$ cat src/rtl/carry_select_adder_pkg.sv
// Shared constants and helpers for the carry-select adder.
//   DefaultWidth : default operand width in bits
//   DefaultBlk   : default carry-select block size in bits
//   num_blocks() : number of carry-select blocks, ceil(width / blk)
package carry_select_adder_pkg;

  localparam int unsigned DefaultWidth = 4;
  localparam int unsigned DefaultBlk   = 2;

  function automatic int unsigned num_blocks(input int unsigned width, input int unsigned blk);
    return (width + blk - 1) / blk;
  endfunction

endpackage

$ cat src/rtl/carry_select_adder_rca_block.sv
// Ripple-carry adder block: {co, s} = a + b + ci.
// Ports:
//   a, b : W-bit addends
//   ci   : carry in
//   s    : W-bit sum
//   co   : carry out
module rca_block #(
  parameter int unsigned W = 2
) (
  input  logic [W-1:0] a,
  input  logic [W-1:0] b,
  input  logic         ci,
  output logic [W-1:0] s,
  output logic         co
);

  logic carry;

  always_comb begin
    carry = ci;
    s     = '0;
    for (int i = 0; i < int'(W); i++) begin
      s[i]  = a[i] ^ b[i] ^ carry;
      carry = (a[i] & b[i]) | (carry & (a[i] ^ b[i]));
    end
  end

  assign co = carry;

endmodule

$ cat src/rtl/carry_select_adder.sv
// Registered carry-select adder: {cout, sum} = a + b + cin, one cycle latency.
// Ports:
//   clk       : clock, rising edge
//   rst_n     : asynchronous active-low reset
//   in_valid  : a/b/cin valid this cycle
//   a, b      : WIDTH-bit unsigned operands
//   cin       : carry in
//   sum       : registered WIDTH-bit sum
//   cout      : registered carry out
//   out_valid : sum/cout hold the result of a valid input
module carry_select_adder
  import carry_select_adder_pkg::*;
#(
  parameter int unsigned WIDTH = DefaultWidth,
  parameter int unsigned BLK   = DefaultBlk
) (
  input  logic             clk,
  input  logic             rst_n,
  input  logic             in_valid,
  input  logic [WIDTH-1:0] a,
  input  logic [WIDTH-1:0] b,
  input  logic             cin,
  output logic [WIDTH-1:0] sum,
  output logic             cout,
  output logic             out_valid
);

  localparam int unsigned NBLK = num_blocks(WIDTH, BLK);

  logic [WIDTH-1:0] sum_comb;
  // carry[k] is the carry into block k; carry[NBLK] is the final carry out.
  logic             carry [NBLK+1];

  assign carry[0] = cin;

  for (genvar k = 0; k < int'(NBLK); k++) begin : g_blk
    localparam int unsigned Idx = k;
    localparam int unsigned Lo  = Idx * BLK;
    // The top block takes whatever bits remain.
    localparam int unsigned W   = (Idx == NBLK - 1) ? WIDTH - Lo : BLK;

    if (k == 0) begin : g_ripple
      rca_block #(.W(W)) u_rca (
        .a  (a[Lo +: W]),
        .b  (b[Lo +: W]),
        .ci (carry[0]),
        .s  (sum_comb[Lo +: W]),
        .co (carry[1])
      );
    end else begin : g_select
      logic [W-1:0] s0;
      logic [W-1:0] s1;
      logic         co0;
      logic         co1;

      rca_block #(.W(W)) u_rca0 (
        .a  (a[Lo +: W]),
        .b  (b[Lo +: W]),
        .ci (1'b0),
        .s  (s0),
        .co (co0)
      );

      rca_block #(.W(W)) u_rca1 (
        .a  (a[Lo +: W]),
        .b  (b[Lo +: W]),
        .ci (1'b1),
        .s  (s1),
        .co (co1)
      );

      assign sum_comb[Lo +: W] = carry[k] ? s1 : s0;
      assign carry[k+1]        = carry[k] ? co1 : co0;
    end
  end

  logic [WIDTH-1:0] sum_q;
  logic             cout_q;
  logic             valid_q;

  always_ff @(posedge clk or negedge rst_n) begin
    if (!rst_n) begin
      sum_q   <= '0;
      cout_q  <= 1'b0;
      valid_q <= 1'b0;
    end else begin
      valid_q <= in_valid;
      if (in_valid) begin
        sum_q  <= sum_comb;
        cout_q <= carry[NBLK];
      end
    end
  end

  assign sum       = sum_q;
  assign cout      = cout_q;
  assign out_valid = valid_q;

endmodule

$ cat config.mk
export PLATFORM = sky130hd
export DESIGN_NAME = carry_select_adder
export DESIGN_NICKNAME = d
export VERILOG_FILES = /design/src/rtl/carry_select_adder_pkg.sv /design/src/rtl/carry_select_adder_rca_block.sv /design/src/rtl/carry_select_adder.sv
export SDC_FILE = /design/constraint.sdc
export NUM_CORES = 1
export LEC_CHECK = 0
export ABC_CLOCK_PERIOD_IN_PS = 1000
export BUFFER_PORTS_ARGS = -buffer_cell sky130_fd_sc_hd__buf_2
export CAP_MARGIN = 40
export CORE_AREA = 3 3 40 42
export CTS_CLUSTER_SIZE = 20
export DETAILED_ROUTE_END_ITERATION = 10
export DIE_AREA = 0 0 43 45
export PLACE_DENSITY = 0.55
export SLEW_MARGIN = 20
export SYNTH_ARGS = -nofsm -noshare
export SYNTH_HDL_FRONTEND = slang
export SYNTH_SLANG_ARGS = --single-unit
$ cat constraint.sdc
create_clock -name clk -period 1 [get_ports clk]
set_clock_uncertainty 0.2 [all_clocks]
set_input_delay 0.1 -clock clk [delete_from_list [all_inputs] [get_ports clk]]
set_output_delay 0.1 -clock clk [all_outputs]
set_load 0.005 [all_outputs]
==> metrics.md, run 1 <==
| Metric | Value |
|---|---|
| Status | finished, violations left |
| Failing checks | negative hold slack, negative setup slack |
| Syn nets | 49 |
| Worst-Skew Late Latency | 240 ps |
| Power Internal | 0.588 mW |
| Most common library cells after synthesis | 11 x inv_1, 6 x dfrtp_1, 3 x fa_1, 3 x mux2i_1, 2 x ha_1 |
| EDFF count, synth | 0 |
| Synth Area in Simple Gates | 0.0209 |
| RSZ-0062 raised after global routing | true |
| CTS tree | built |
| First-pass GRT wire length | 1260 um |
| Routed WL per cell | 9.41 um |
| Maximum clock rate | 632 MHz |
| Syn Area/Cell | 11.2 um2 |
| Post-Route WL | 696 um |
| Min cycle time layout | 1580 ps |
| Final hold vios | 2 |
| WP data arrival | 1500 ps |
| Die Footprint | 1940 um2 |
| Clk network pwr share | 0.274 |
| Leakage | 0.336 nW |
| Sink Count | 6 |
| Share of layout cells above drive strength 1 | 0.610 |
| Worst Path Buf+Inv | 3 |
| Max-cap violations | 0 |
| Vias in the first global route | 309 |
| Pwr Density | 1340 nW/um2 |
| Vias/cell | 3.81 |
| Library cells used by synthesis | 12 |
| # diodes | 0 |
| Final weighted congestion of routability-driven global placement | 0.578 |
| Root Driver | clkbuf_4 |
| Crit path launch type | input pin |
| Ys flop type | dfrtp_1 |
| # rows | 13 |
| Compound-gate portion of the synthesized area | 0.0279 |
| IO Pins | 18 |
| Final period util | 1.58 |
| Setup slack after layout | -583 ps |
| Part of the power in registers | 0.385 |
| Die width | 43 um |
| Top delay family on crit path | adder cells |
| Post-synthesis mux area share | 0.125 |
| Hold Buf Count CTS | 2 |
| Max Root-Sink Buffers | 2 |
| Post-Syn Area | 359 um2 |
| Seq cells post-synth | 6 |
| Clock slew at reported path FFs | 40 ps |
| GRT Overall Usage | 0.0933 |
| Initial Util | 0.279 |
| Yosys top cell area share | 0.418 |
| Final Max Slew Viols | 0 |
| # H-tree levels | 1 |
| Worst slew margin | 0.913 |
| Drt initial violations | 0 |
| Slew @ Worst Pin | 127 ps |
| Combinational power share | 0.341 |
| Setup violations, final | 10 |
| Post-Layout Cell Count | 74 |
| Worst EP required | 920 ps |
| Chip Height | 45 um |
| Core Region | 1280 um2 |
| Initial antenna violation count | 0 |
| Vias post-DR | 282 |
| Post-route ant nets | 0 |
| Crit-path cells | buf_2, inv_2, fa_2, inv_2, fa_2, nand2_2, o21ai_2, fa_1, mux2i_1 |
| Final Net Count | 78 |
| NetSw | 0.209 mW |
| GRT Residual Overflow | 0 |
| Placed Cells | 65 |
| CP peak stage delay | 470 ps |
| Synth Warn # | 0 |
| WHS | -30.8 ps |
| Crit Path Class | in -> reg |
| Hold Crit Class | in -> reg |
| Post-DP HPWL | 556 um |
| Num CTS Buffers | 3 |
| Yosys top cell by area | dfrtp_1 |
| Largest net degree at the start of global routing | 7 |
| Switching portion of total power | 0.262 |
| Xor and xnor area share after synthesis | 0.0244 |
| Largest cells by area after synthesis | dfrtp_1 42%, fa_1 17%, inv_1 11%, mux2i_1 8.4%, ha_1 7.0% |
| Remaining DRCs | 0 |
| Mapped Cells | 32 |
| Synth Area in Adders | 0.237 |
| Top-count cell post-synth | inv_1 |
| # port buffers | 17 |
| CP max FO | 3 |
| Drt first pass iters | 1 |
| Crit end category | flop |
| Syn-to-layout area delta | 65.5% |
| Post-synthesis sequential area ratio | 0.418 |
| Slowest cell on the critical path | fa_1 |
| Peak VDD IR | 472 uV |
| Largest family of logic cells by synthesized area | adder cells |
| Async set-reset flop share out of synthesis | 1.00 |
[worst paths after layout]
check | to | start | cells past startpoint | slack [ps]
min | sum[1] | in_valid | 2 | -30
max | sum[3] | b[0] | 9 | -580
max in group asynchronous | sum[1] | rst_n | 2 | 450
max reg2reg | sum[1] | sum[1] | 1 | 40
min in group asynchronous | out_valid | rst_n | 2 | 10
min reg2reg | sum[1] | sum[1] | 1 | 330
[registers in the layout, indices dropped and copies added, names as in the netlist]
name       flops
sum            4
cout           1
out_valid      1
[stage by stage]
stage | power (mW) | cell area, um2 | setup TNS (ps) | worst slack, ps | util
floorplan | 0.419 | 385 | -2180 | -726 | -
finish | 0.797 | 594 | -1950 | -583 | 0.463
detailed placement | 0.519 | 493 | -3380 | -946 | 0.384
CTS | 0.809 | 589 | -2070 | -591 | 0.459
global route | 0.872 | 594 | -2390 | -632 | 0.463
global placement | 0.515 | 493 | -3310 | -906 | 0.384
[kinds of logic after synthesis]
group	after synthesis
flops	6
buf+inv	12
xor+xnor	1
fa+ha+maj	5
mux	4
compound gates	2
simple gates	2
[placed cells by master (no fill, tap or decap)]
cell            count
buf_2              15
inv_1               7
dfrtp_1             6
buf_4               6
mux2i_1             3
clkbuf_4            3
inv_2               2
fa_2                2
ha_1                2
inv_6               1
inv_12              1
nand2_2             1
o21ai_2             1
mux2_4              1
xnor2_2             1
nor2_1              1
a21oi_1             1
fa_1                1
dlygate4sd3_1       1
dlymetal6s4s_1      1
buf_8               1
buf_6               1
[metal layers]
layer	up-vias	wire length (um)	GRT usage
met3	2	52	0.0279
met1	122	239	0.0916
met5	-	0	0
li1	147	-	-
met2	11	383	0.156
met4	0	20	0.0904
[power groups by stage]
| stage | clock network [mW] | logic (mW) | registers, mW |
|---|---|---|---|
| 3_5_place_dp | 0 | 0.206 | 0.313 |
| 4_1_cts | 0.227 | 0.275 | 0.306 |
| 3_3_place_gp | 0 | 0.204 | 0.311 |
| 5_1_grt | 0.257 | 0.302 | 0.313 |
| 6_report | 0.218 | 0.272 | 0.306 |
| 2_1_floorplan | 0 | 0.103 | 0.316 |
[final cells by class]
type	count	area, um2
well taps	15	18.8
fillers	132	691
flip-flops and latches	6	150
inverters	11	58.8
multi-input cells	14	175
repair buffers	25	169
clock buffers	3	22.5
[what timing repair did]
action                                 in CTS  in global routing
buffers inserted                            4                  0
setup endpoints to repair                  10                 11
gates resized for setup                     6                  2
pin swaps                                   4                  0
endpoints found under the hold margin       9                  2
Note: power is estimated with default switching activity, not from simulation.
==> run 2, diff against run 1 <==
--- a/config.mk
+++ b/config.mk
@@ -5,6 +5,7 @@
 export SDC_FILE = /design/constraint.sdc
 export NUM_CORES = 1
 export LEC_CHECK = 0
+export ABC_AREA = 1
 export ABC_CLOCK_PERIOD_IN_PS = 1000
 export BUFFER_PORTS_ARGS = -buffer_cell sky130_fd_sc_hd__buf_2
 export CAP_MARGIN = 40
@@ -12,7 +13,7 @@
 export CTS_CLUSTER_SIZE = 20
 export DETAILED_ROUTE_END_ITERATION = 10
 export DIE_AREA = 0 0 43 45
-export PLACE_DENSITY = 0.55
+export PLACE_DENSITY = 0.54
 export SLEW_MARGIN = 20
 export SYNTH_ARGS = -nofsm -noshare
 export SYNTH_HDL_FRONTEND = slang
==> run 2 against run 1 <==
Effect of this change: the flow still finishes with violations (negative hold slack, negative setup slack); sequential share of layout area is 0.60 points higher; first-iteration DRC count is 6 higher; final cell count is 6.8% higher; flip-flop and latch count stayed put; highest routed layer unchanged; critical path depth stayed put.
==> metrics.md, run 2 <==
| Metric | Value |
|---|---|
| Status | finished, violations left |
| Failing checks | negative hold slack, negative setup slack |
| # port buffers | 17 |
| Max-cap violations | 0 |
| Hold Crit Start | in_valid |
| Final Max Slew Viols | 0 |
| Async set-reset flop share out of synthesis | 1.00 |
| Largest cells by area after synthesis | dfrtp_1 43%, fa_1 17%, nand2_1 12%, inv_1 11%, ha_1 7.2% |
| Largest net degree at the start of global routing | 9 |
| GRT Residual Overflow | 0 |
| Cell count of the worst hold path | 3 |
| First-pass GRT wire length | 1130 um |
| Crit Path Class | in -> reg |
| Commonest non-fill, non-tap cell in the layout | buf_2 |
| Worst-Skew Late Latency | 240 ps |
| Mapped Cells | 38 |
| Post-Route WL | 721 um |
| Remaining DRCs | 0 |
| Routed WL per cell | 9.13 um |
| EDFF count, synth | 0 |
| Crit end category | flop |
| Fin util | 0.452 |
| Final period util | 1.58 |
| Setup slack after layout | -576 ps |
| Syn Area/Cell | 9.12 um2 |
| Peak VDD IR | 447 uV |
| Top cell by count, worst path | fa_2 |
| Vias post-DR | 315 |
| Most common library cells after synthesis | 11 x nand2_1, 10 x inv_1, 6 x dfrtp_1 |
| Drt initial violations | 6 |
| Chip Height | 45 um |
| Seq cells post-synth | 6 |
| Share of layout cells above drive strength 1 | 0.531 |
| Slew @ Worst Pin | 134 ps |
| FF-to-FF Start | sum[0] |
| CP max FO | 3 |
| Syn-to-layout area delta | 67.5% |
| Vias in the first global route | 297 |
| Sink Count | 6 |
| Pwr Density | 1260 nW/um2 |
| Syn nets | 55 |
| Slowest cell on the critical path | fa_1 |
| Vias/cell | 3.99 |
| Final Net Count | 83 |
| Top-count cell post-synth | nand2_1 |
| Crit-path cells | buf_6, inv_4, fa_2, inv_2, fa_2, nand2_2, o21ai_2, fa_1, o21ai_1 |
| Most frequent cells in the layout | 14 x buf_2, 10 x nand2_1, 6 x inv_1, 6 x dfrtp_1 |
| Setup violations, final | 10 |
| Worst R2R End | sum[0] |
| Reg2Reg Depth | 3 |
| Crit path launch type | input pin |
| Number of flip-flops in the largest register | 4 |
| Min cycle time layout | 1580 ps |
| Drt first pass iters | 4 |
| Synth Warn # | 0 |
| Hold EP | cout |
| Post-synthesis sequential area ratio | 0.433 |
| Reg-to-reg slack, setup | 70 ps |
| # H-tree levels | 1 |
| Clock slew at reported path FFs | 40 ps |
| Maximum clock rate | 635 MHz |
| RSZ-0062 raised after global routing | true |
| Library cells used by synthesis | 10 |
| # rows | 13 |
| GRT Overall Usage | 0.0868 |
| Post-Syn Area | 347 um2 |
| Final hold vios | 5 |
| Worst Setup SP | b[0] |
| WP data arrival | 1500 ps |
| Hold Crit Class | in -> reg |
| Initial antenna violation count | 0 |
| Leakage | 0.321 nW |
| Max Root-Sink Buffers | 2 |
| IO Pins | 18 |
| Initial Util | 0.270 |
| Worst EP required | 930 ps |
| CTS tree | built |
| Worst slew margin | 0.910 |
| Core Region | 1280 um2 |
| Yosys top cell area share | 0.433 |
| Ys flop type | dfrtp_1 |
| Final weighted congestion of routability-driven global placement | 0.642 |
| Die Footprint | 1940 um2 |
| Die width | 43 um |
| Post-DP HPWL | 588 um |
| CP peak stage delay | 470 ps |
| Root Driver | clkbuf_4 |
| # diodes | 0 |
| Num CTS Buffers | 3 |
| Post-route ant nets | 0 |
| WHS | -34.1 ps |
| Yosys top cell by area | dfrtp_1 |
[run 2: cell types whose count changed in the layout (fill, tap and decap cells not counted), sizes merged, moves of 2 or more]
cell	delta
nand2	+10
buf	-2
o21ai	+3
mux2i	-3
[run 2: worst max path at each step]
stage               slack (ps)     end
floorplan                 -720  sum[3]
global placement          -920  sum[3]
detailed placement        -950  sum[3]
CTS                       -580  sum[3]
global route              -620  sum[3]
finish                    -580  sum[3]
[run 2: area by class of cell]
class	instances	area, um2
sequential	6	150
timing repair buffer	23	161
multi-input combinational	21	166
fill	126	704
inverter	11	61.3
tap	15	18.8
clock buffer	3	22.5
[run 2: metrics by stage]
stage / setup slack [ps] / total power, mW / setup TNS, ps / instance area, um2 / cells
after floorplan: -721 / 0.386 / -2010 / 373 / 38
after global placement: -923 / 0.470 / -3140 / 484 / 71
after detailed placement: -955 / 0.479 / -3230 / 484 / 71
after CTS: -580 / 0.744 / -1960 / 569 / 78
after global routing: -621 / 0.784 / -2200 / 581 / 79
final: -576 / 0.734 / -1840 / 581 / 79
[run 2: logic make-up (layout without fill, tap and decap cells)]
kind of cell | count (synthesis) | count (layout) | synth area share
compound gates | 4 | 4 | 0.0686
fa+ha+maj | 5 | 5 | 0.245
buf+inv | 11 | 37 | 0.119
flops | 6 | 6 | 0.433
simple gates | 12 | 12 | 0.134
[run 2: metal layers]
layer  global-route usage  routed length, um
met1                0.100                297
met2                0.114                341
met3               0.0279                 57
met4                0.108                 23
met5                    0                  0
[run 2: report_power, final]
group,switching [mW],internal [mW],leakage [nW]
clock network,0.0841,0.136,0.0138
registers,0.0164,0.278,0.0723
logic,0.0965,0.124,0.235
[run 2: critical path, delay by kind of cell]
kind	cells	cell delay, ps
adders and majority gates	3	1020
buffers and inverters	3	180
and+or+nand+nor	1	90
AOI/OAI and AO/OA	2	110
[run 2: timing repair]
item	4_1_cts	5_1_grt
hold buffers	2	1
resized for setup	8	1
setup endpoints to repair	10	11
pin swaps	5	1
hold endpoints to repair	10	3
setup buffers	2	1
==> run 3, diff against run 2 <==
--- a/config.mk
+++ b/config.mk
@@ -6,14 +6,14 @@
 export NUM_CORES = 1
 export LEC_CHECK = 0
 export ABC_AREA = 1
-export ABC_CLOCK_PERIOD_IN_PS = 1000
+export ABC_CLOCK_PERIOD_IN_PS = 1300
 export BUFFER_PORTS_ARGS = -buffer_cell sky130_fd_sc_hd__buf_2
 export CAP_MARGIN = 40
-export CORE_AREA = 3 3 40 42
+export CORE_AREA = 2 2 39 41
 export CTS_CLUSTER_SIZE = 20
 export DETAILED_ROUTE_END_ITERATION = 10
-export DIE_AREA = 0 0 43 45
-export PLACE_DENSITY = 0.54
+export DIE_AREA = 0 0 41 43
+export PLACE_DENSITY = 0.56
 export SLEW_MARGIN = 20
 export SYNTH_ARGS = -nofsm -noshare
 export SYNTH_HDL_FRONTEND = slang
==> constraint.sdc (replaced) <==
create_clock -name clk -period 1.3 [get_ports clk]
set_clock_uncertainty 0.2 [all_clocks]
set_input_delay 0.13 -clock clk [delete_from_list [all_inputs] [get_ports clk]]
set_output_delay 0.13 -clock clk [all_outputs]
set_load 0.005 [all_outputs]
==> run 3 against run 2 <==
Effect of this change: the run ends with negative setup slack left; clock-buffer cell count unchanged; global-route usage increased by 2.5 points; cell area decreased by 7.1%; sequential power decreased by 23%; setup slack improved by 240 ps; total power decreased by 26%; utilization decreased by 6.2 points; via count decreased by 2.9%; non-clock buffer count decreased by 4; routed wire length increased by 0.83%; sequential share of layout area increased by 2.0 points; final cell count decreased by 3.8%; critical endpoint unchanged.
==> metrics.md, run 3 (same netlist as run 2, synthesis figures left out) <==
| Metric | Value |
|---|---|
| Clock slew at reported path FFs | 50 ps |
| Multi-input logic area | 166 um2 |
| Final Net Count | 79 |
| # port buffers | 17 |
| Crit Path Class | in -> reg |
| DP Area | 478 um2 |
| Vias post-DR | 306 |
| Slowest cell on the critical path | fa_1 |
| Most frequent cells in the layout | 15 x buf_2, 10 x nand2_1, 6 x inv_1, 6 x dfrtp_1 |
| Core Region | 1380 um2 |
| Crit path launch type | input pin |
| Post-DP HPWL | 581 um |
| DR WL met2 | 405 um |
| Setup slack after layout | -337 ps |
| Setup WS pre-CTS | -695 ps |
| Routed WL per cell | 9.57 um |
| CTS tree | built |
| Worst-Skew Late Latency | 240 ps |
| Drt first pass iters | 1 |
| Pwr Density | 1000 nW/um2 |
| Setup violations, final | 2 |
| Final weighted congestion of routability-driven global placement | 0.647 |
| Vias/cell | 4.03 |
| WP data arrival | 1570 ps |
| Sequential cell area | 150 um2 |
| Die width | 41 um |
| CP max FO | 4 |
| Chip Height | 43 um |
| Worst Path Buf+Inv | 3 |
| IO Pins | 18 |
| Final period util | 1.26 |
| Met3 routed WL | 50 um |
| Worst slew margin | 0.910 |
| Syn-to-layout area delta | 55.6% |
| # H-tree levels | 1 |
| Share of layout cells above drive strength 1 | 0.500 |
| Top delay family on crit path | adder cells |
| Num CTS Buffers | 3 |
| Max-cap violations | 0 |
| Peak VDD IR | 221 uV |
| Leakage | 0.298 nW |
| Final instance area | 539 um2 |
| Worst EP required | 1230 ps |
| Die Footprint | 1760 um2 |
| # diodes | 0 |
| Max Root-Sink Buffers | 2 |
| CP peak stage delay | 480 ps |
| Initial Util | 0.250 |
| Post-route ant nets | 0 |
| Remaining DRCs | 0 |
| Setup TNS Final | -594 ps |
| Largest net degree at the start of global routing | 9 |
| Failing checks | negative setup slack |
| Slew @ Worst Pin | 135 ps |
| WHS | 45.8 ps |
| Vias in the first global route | 296 |
| Final hold vios | 0 |
| Number of flip-flops in the largest register | 4 |
| Final Max Slew Viols | 0 |
| Sink Count | 6 |
| Post-Layout Cell Count | 76 |
| Drt initial violations | 0 |
| Highest routed layer | met4 |
| Status | finished, violations left |
| Fillcell total | 144 |
| Root Driver | clkbuf_4 |
| GRT Overall Usage | 0.112 |
| GRT Residual Overflow | 0 |
| DRT met1 WL | 235 um |
| Crit-path cells | buf_2, inv_2, fa_2, inv_2, fa_2, nand2_2, o21ai_2, fa_1, o21ai_1 |
| Maximum clock rate | 611 MHz |
| First-pass GRT wire length | 1170 um |
| RSZ-0062 raised after global routing | true |
| Post-Route WL | 727 um |
| Placed Cells | 71 |
| Commonest non-fill, non-tap cell in the layout | buf_2 |
| # rows | 14 |
| Min cycle time layout | 1640 ps |
| Initial antenna violation count | 0 |
| Hold Crit Class | in -> async |
| Crit end category | flop |
run 3: layer usage:
metal | track usage | vias to the layer above
met3 | 0.0314 | 4
met5 | 0 | -
met2 | 0.181 | 13
li1 | - | 155
met1 | 0.0945 | 134
met4 | 0.120 | 0
run 3: worst reg2reg max path: stages (launching register included):
cell and delay [ps]:
dfrtp_1 370, nand2_1 60, o21ai_1 60
run 3: area by class of cell:
cell class              count  share of cell area
flip-flops and latches      6               0.278
multi-input cells          21               0.309
inverters                  11               0.109
well taps                  16              0.0371
repair buffers             19               0.225
clock buffers               3              0.0418
run 3: final timing paths:
kind | startpoint | slack, ps | to | cells after the start
worst max-delay path | b[0] | -340 | sum[3] | 9
worst min-delay path | rst_n | 50 | out_valid | 2
worst max register to register | sum[0] | 490 | sum[0] | 2
worst min register to register | sum[2] | 270 | sum[2] | 2
max in group asynchronous | rst_n | 710 | cout | 2
min in group clk | b[1] | 100 | sum[1] | 4
run 3: through the flow:
| step | utilization | total power [mW] |
|---|---|---|
| floorplan | - | 0.297 |
| global placement | 0.345 | 0.357 |
| global route | 0.390 | 0.591 |
| detailed placement | 0.345 | 0.362 |
| CTS | 0.388 | 0.551 |
| finish | 0.390 | 0.541 |
run 3: what timing repair did:
item / CTS / global route
hold buffers: 2 / 0
endpoints found under the setup margin: 3 / 3
buffers inserted: 0 / 0
hold endpoints to repair: 9 / 0
pin swaps: 5 / 2
resized for setup: 5 / 1
run 3: where the power goes:
group	internal [mW]	leakage [nW]	switching [mW]	total, mW
sequential	0.214	0.0723	0.0117	0.225
clock	0.105	0.0138	0.0696	0.174
combinational	0.0724	0.212	0.0689	0.141
total	0.390	0.298	0.150	0.541
